$ cat src/rtl/down_timer_pkg.sv
// Shared types and defaults for the loadable down-counting timer.
package down_timer_pkg;
   typedef enum logic {IDLE, RUN} timer_state_e;
   localparam int DEFAULT_WIDTH = 5;
endpackage

$ cat src/rtl/down_timer.sv
// Loadable, enabled down-counter with one-shot or periodic terminal-count tick.
module down_timer
   import down_timer_pkg::*;
#(
   parameter int WIDTH = DEFAULT_WIDTH
) (
   input  logic             i_clk,
   input  logic             i_rst_n,
   input  logic             in_enable,
   input  logic             in_load,
   input  logic [WIDTH-1:0] i_data,
   input  logic             in_start,
   input  logic             in_periodic,
   output logic [WIDTH-1:0] o_count,
   output logic             o_busy,
   output logic             o_tick
);

   localparam logic [WIDTH-1:0] ZERO = '0;
   localparam logic [WIDTH-1:0] ONE  = {{(WIDTH-1){1'b0}}, 1'b1};

   timer_state_e     r_state, w_state_next;
   logic [WIDTH-1:0] r_count, w_count_next;
   logic [WIDTH-1:0] r_reload, w_reload_next;
   logic             r_tick, w_tick_next;
   logic             r_busy;

   always_comb begin
      w_state_next  = r_state;
      w_count_next  = r_count;
      w_reload_next = r_reload;
      w_tick_next   = 1'b0;

      if (in_load) begin
         w_reload_next = i_data;
         w_count_next  = i_data;
         w_state_next  = IDLE;
      end else begin
         case (r_state)
            IDLE: begin
               if (in_start && (r_reload != ZERO)) begin
                  w_count_next = r_reload;
                  w_state_next = RUN;
               end
            end
            RUN: begin
               if (in_enable) begin
                  if (r_count == ONE) begin
                     w_tick_next = 1'b1;
                     if (in_periodic) begin
                        w_count_next = r_reload;
                     end else begin
                        w_count_next = ZERO;
                        w_state_next = IDLE;
                     end
                  end else if (r_count != ZERO) begin
                     // Never decrement from zero, so no wrap can occur.
                     w_count_next = r_count - ONE;
                  end else begin
                     w_state_next = IDLE;
                  end
               end
            end
            default: w_state_next = IDLE;
         endcase
      end
   end

   always_ff @(posedge i_clk or negedge i_rst_n) begin
      if (!i_rst_n) begin
         r_state  <= IDLE;
         r_count  <= ZERO;
         r_reload <= ZERO;
         r_tick   <= 1'b0;
         r_busy   <= 1'b0;
      end else begin
         r_state  <= w_state_next;
         r_count  <= w_count_next;
         r_reload <= w_reload_next;
         r_tick   <= w_tick_next;
         r_busy   <= (w_state_next == RUN);
      end
   end

   assign o_count = r_count;
   assign o_busy  = r_busy;
   assign o_tick  = r_tick;

endmodule
$ cat config.mk
export PLATFORM = sky130hd
export DESIGN_NAME = down_timer
export DESIGN_NICKNAME = d
export VERILOG_FILES = /design/src/rtl/down_timer_pkg.sv /design/src/rtl/down_timer.sv
export SDC_FILE = /design/constraint.sdc
export NUM_CORES = 1
export LEC_CHECK = 0
export ABC_CLOCK_PERIOD_IN_PS = 2480
export BUFFER_PORTS_ARGS = -buffer_cell sky130_fd_sc_hd__buf_2
export CAP_MARGIN = 5
export CORE_MARGIN = 8
export CORE_UTILIZATION = 45
export DETAILED_ROUTE_END_ITERATION = 8
export PLACE_DENSITY = 0.68
export SETUP_SLACK_MARGIN = 0.05
export SLEW_MARGIN = 40
export SYNTH_ARGS = -nofsm -noshare
export SYNTH_HDL_FRONTEND = slang
export SYNTH_SLANG_ARGS = --single-unit
$ cat constraint.sdc
create_clock -name i_clk -period 2.48 [get_ports i_clk]
set_input_delay 0.372 -clock i_clk [delete_from_list [all_inputs] [get_ports i_clk]]
set_output_delay 0.372 -clock i_clk [all_outputs]
set_load 0.05 [all_outputs]
Yosys cells after proc, flatten, opt, wreduce, memory -nomap -nowiden
Cells that the tools add are included. Widths: inputs -> output; s select.

Input bits: 11. Logic and storage cells: 32. Register bits: 12. Output and inout bits: 7.

Muxes and demuxes: 18. Equal/unequal tests: 4. Add/subtract/negate cells: 1. Bitwise gates (word level): 1. Reduce and logical (&&, ||, !) cells: 4.

Operators with widths (count): $mux 5 (6); $mux 1 (10); $pmux 5 s2 (1); $reduce_bool 5->1 (2); $ne 3x3->1 const B (2); $eq 5x1->1 const B (1); $sub 5x1->5 const B (1); $ne 4x2->1 const B (1); $reduce_and 3->1 (1); $pmux 1 s2 (1); $logic_and 1x1->1 (1); $not 1->1 (1).

Logic depth before layout (Yosys ltp)
Depth in word-level cells: 6. Mapped depth: 6. Depth with buffers taken out: 6.

Least setup slack after synthesis
OpenSTA, ideal clock, no wires.

Path type: register -> register. Start: reg r_count[1] (netlist: o_count[1]). End: reg r_count[2] (netlist: o_count[2]). Clock period less this slack: 2.178 ns. Buffers on the path: 0. Required time: 2.354 ns. Data arrival time: 2.052 ns. Cell stages (with the launch flop): 7. Setup slack: 0.302 ns. Library setup time: 0.126 ns. Cells stage by stage: dfrtp_1 inv_1 ha_1 or4b_4 a21oi_2 a211oi_1 a221o_1.

Word-level cells in the longest chain between the ends: 6. Elaborated cells on any way between the ends: 10. Those cells by class: add/sub: 1; eq/ne: 2; mux: 5; reduce/logical: 2.

Ends and longest elaborated chain: start, declared (line down_timer.sv:23) `logic [WIDTH-1:0] r_count, w_count_next;`; start signal, assigned (line down_timer.sv:78) `r_count <= w_count_next;`; $sub 5x1->5 (line down_timer.sv:58) `w_count_next = r_count - ONE;`; $mux 5 (line down_timer.sv:56) `end else if (r_count != ZERO) begin`; $mux 5 (line down_timer.sv:48) `if (r_count == ONE) begin`; $mux 5 (line down_timer.sv:47) `if (in_enable) begin`; $pmux 5 s2 (line down_timer.sv:39) `case (r_state)`; $mux 5 (line down_timer.sv:34) `if (in_load) begin`.

Several ways; a longest one is shown, not always the timed one. The select of a mux whose other input is x is not followed. A chain may end at the register's enable or synchronous reset.

Worst setup path after layout
Same ends and word-level chain as after synthesis.

==> impl_metrics.toml <==
[synth]
synth_common_cells = "12 x dfrtp_1, 8 x inv_1, 6 x nand2_1"
syn_avg_cell_area_um2 = 9.96
synth_flop_cell = "dfrtp_1"
syn_inst = 79
yosysMostFrequentCell = "dfrtp_1"
ys_warn_count = 0
syn_nets = 93
synth-edff-count = 0
ys_seq_elements = 12
syn-cell-area_um2 = 787
synthTopCellsByArea = "dfrtp_1 38%, ha_1 4.8%, a221o_1 3.8%"
synth.top_cell.area_share_pct = 38.2
synth_area_leader_cell = "dfrtp_1"
seq_area_frac_synth_pct = 38.2
ys_types = 37
async_flop_share_pct = 100

[placement]
portBuffers = 17
dp.final_hpwl_um = 1440
place_congestion = 0.846

[cts]
clk_pin_slew_worst_paths_ps = 70
cts_setup_buffers = 0
cts_tree = "done"
clockBufferDepth = 2
cts_hold_buf = 1
htreeDepth = 1
cts_resized = 0
clock_latency_ps = 270
root_buffer = "clkbuf_4"
clock_sinks = 12
cts_buffers = 3

[floorplan]
die-width_um = 57.8
row_count = 15
start_util_pct = 46.6
die_area_um2 = 3340
core_area_um2 = 1690
ios = 18
die_h_um = 57.8

[layout]
area_growth_syn_to_layout_pct = 16.5
fillers = 160
drive_gt1_share_pct = 29.6
nets = 114
multi_input_comb_area_um2 = 448
antenna-diode-count = 0
register_area_um2 = 300
final_core_util_pct = 54.3

[timing]
setup_violations = 0
tightest_slew_ps = 406
maxSlewViolCount = 0
max_slew_margin_pct = 72.9
period_needed_ps = 2020
setup_tns_ps = 0
min_period_over_period_pct = 81.5
final-hold-violation-count = 0
rsz0062_at_grt = "false"
finalClockSkew_ps = 0.289
fmax_ghz = 0.495

[critical_path]
reg2reg_depth = 6
ff2ff_setup_slack_ps = 460
crit_chain = "inv_1 -> ha_1 -> or4b_4 -> a21oi_2 -> a211oi_1 -> a221o_1"
end_kind = "register"
path_depth = 6
cpPeakStageDelay_ps = 540
crit_type = "reg2reg"
path_max_fanout = 7
timing.rr.end = "o_count[2]$_DFFE_PN0P_"
critPathLaunch = "o_count[1]$_DFFE_PN0P_"
r2r_start = "o_count[1]$_DFFE_PN0P_"
crit_family = "simple AND/OR/NAND/NOR gates"
crit_buf_inv = 1
critPathLaunchType = "register"
crit_slowest_cell = "or4b_4"
arrival_ps = 2170
cp.required_ps = 2630
crit_end = "o_count[2]$_DFFE_PN0P_"

[global_routing]
grt.busiest_layer = "met2"
grtUsageTotal_pct = 11.9
grtUsageMet2_pct = 18.2
grt_remaining_overflow = 0
grt_pass1_wl_um = 3160
antenna_found_initial = 0
grt_pass1_vias = 651
met1_usage_pct = 15.4
use_met3_pct = 5.30
grt_max_degree = 16

[routing]
dr.pass1.iters = 4
drt_first_iter_violations = 13
vias_per_cell = 5.83
post_drt_wl_per_cell_um = 15.9
num_vias = 670
antenna_left = 0
routed_wirelength_um = 1830
route.detailed.drc = 0

[min_path]
hold_class = "in2reg"

[pwr]
total_power_uw = 572
max-vdd-ir-drop_uv = 337
cellPowerDensity_nw_per_um2 = 623
cellLeakagePower_uw = 0.000435

[run]
max-cap-violations = 0

[run_status]
status = "complete, no violations"
-- stage by stage --
step	cells	setup slack [ps]	instance area, µm²	hold WS [ps]
4_1_cts	115	451	917	340
6_report	115	459	917	351
3_3_place_gp	111	536	885	263
5_1_grt	115	357	917	345
3_5_place_dp	111	484	885	261
2_1_floorplan	79	302	787	76.4
-- power breakdown --
part / total, µW / switching, µW / internal [µW]
sequential: 251 / 34.3 / 217
combinational: 207 / 130 / 76.7
clock: 114 / 57.6 / 56.1
-- layer usage --
metal	routed length (µm)	share of wire, %	vias up
met5	0	0	-
met4	0	0	0
met3	117	6.4	0
met2	884	48	20
met1	825	45	318
li1	-	-	332
-- worst register-to-register path, stage by stage (launching register included) --
cell and delay, ps:
dfrtp_1 390, inv_1 130, ha_1 320, or4b_4 540, a21oi_2 160, a211oi_1 60
a221o_1 320
-- state kept, by name, summed over array words and instances, names as in the netlist --
signal / count
o_busy: 1
o_tick: 1
r_reload: 5
o_count: 5
-- how the worst min path moves through the flow --
| stage | slack, ps | end | cells past startpoint | startpoint |
|---|---|---|---|---|
| floorplan | 80 | o_busy$_DFF_PN0_ | 0 | i_rst_n |
| global placement | 260 | o_busy$_DFF_PN0_ | 1 | i_rst_n |
| detailed placement | 260 | o_busy$_DFF_PN0_ | 1 | i_rst_n |
| CTS | 340 | r_reload[0]$_DFFE_PN0P_ | 3 | i_data[0] |
| global route | 340 | r_reload[4]$_DFFE_PN0P_ | 2 | i_data[4] |
| finish | 350 | r_reload[0]$_DFFE_PN0P_ | 3 | i_data[0] |
-- final cells by class --
| class | count | share of cell area (%) |
|---|---|---|
| Timing Repair Buffer | 18 | 10.4 |
| Clock buffer | 3 | 2.46 |
| Tap cell | 17 | 2.32 |
| Multi-Input combinational cell | 57 | 48.8 |
| Inverter | 8 | 3.27 |
| Sequential cell | 12 | 32.7 |
-- placed cells by master (no fill, tap or decap), drive strengths merged --
master	n
a211oi	1
a21o	4
a21oi	3
a221o	3
a2bb2oi	1
a31oi	1
a32o	1
and2	2
and2b	1
and3	1
buf	17
clkbuf	3
dfrtp	12
dlygate4sd3	1
ha	3
inv	8
mux2	1
mux2i	1
nand2	6
nand4	1
nor2	2
nor2b	3
nor3	3
nor3b	1
o211ai	1
o21a	1
o21ai	7
o2bb2ai	2
o311a	1
o311ai	1
o41ai	1
or3	1
or4	1
or4b	1
xnor2	1
-- cell families (layout without fill, tap and decap cells) --
| group | Yosys count | after routing | synth area share [%] |
|---|---|---|---|
| flops | 12 | 12 | 38.2 |
| simple gates | 23 | 23 | 18.0 |
| buf+inv | 10 | 29 | 4.93 |
| xor+xnor | 1 | 1 | 1.11 |
| fa+ha+maj | 3 | 3 | 4.77 |
| mux | 2 | 2 | 2.70 |
| compound gates | 28 | 28 | 30.4 |
No activity file was read; power rests on OpenSTA's default activity.
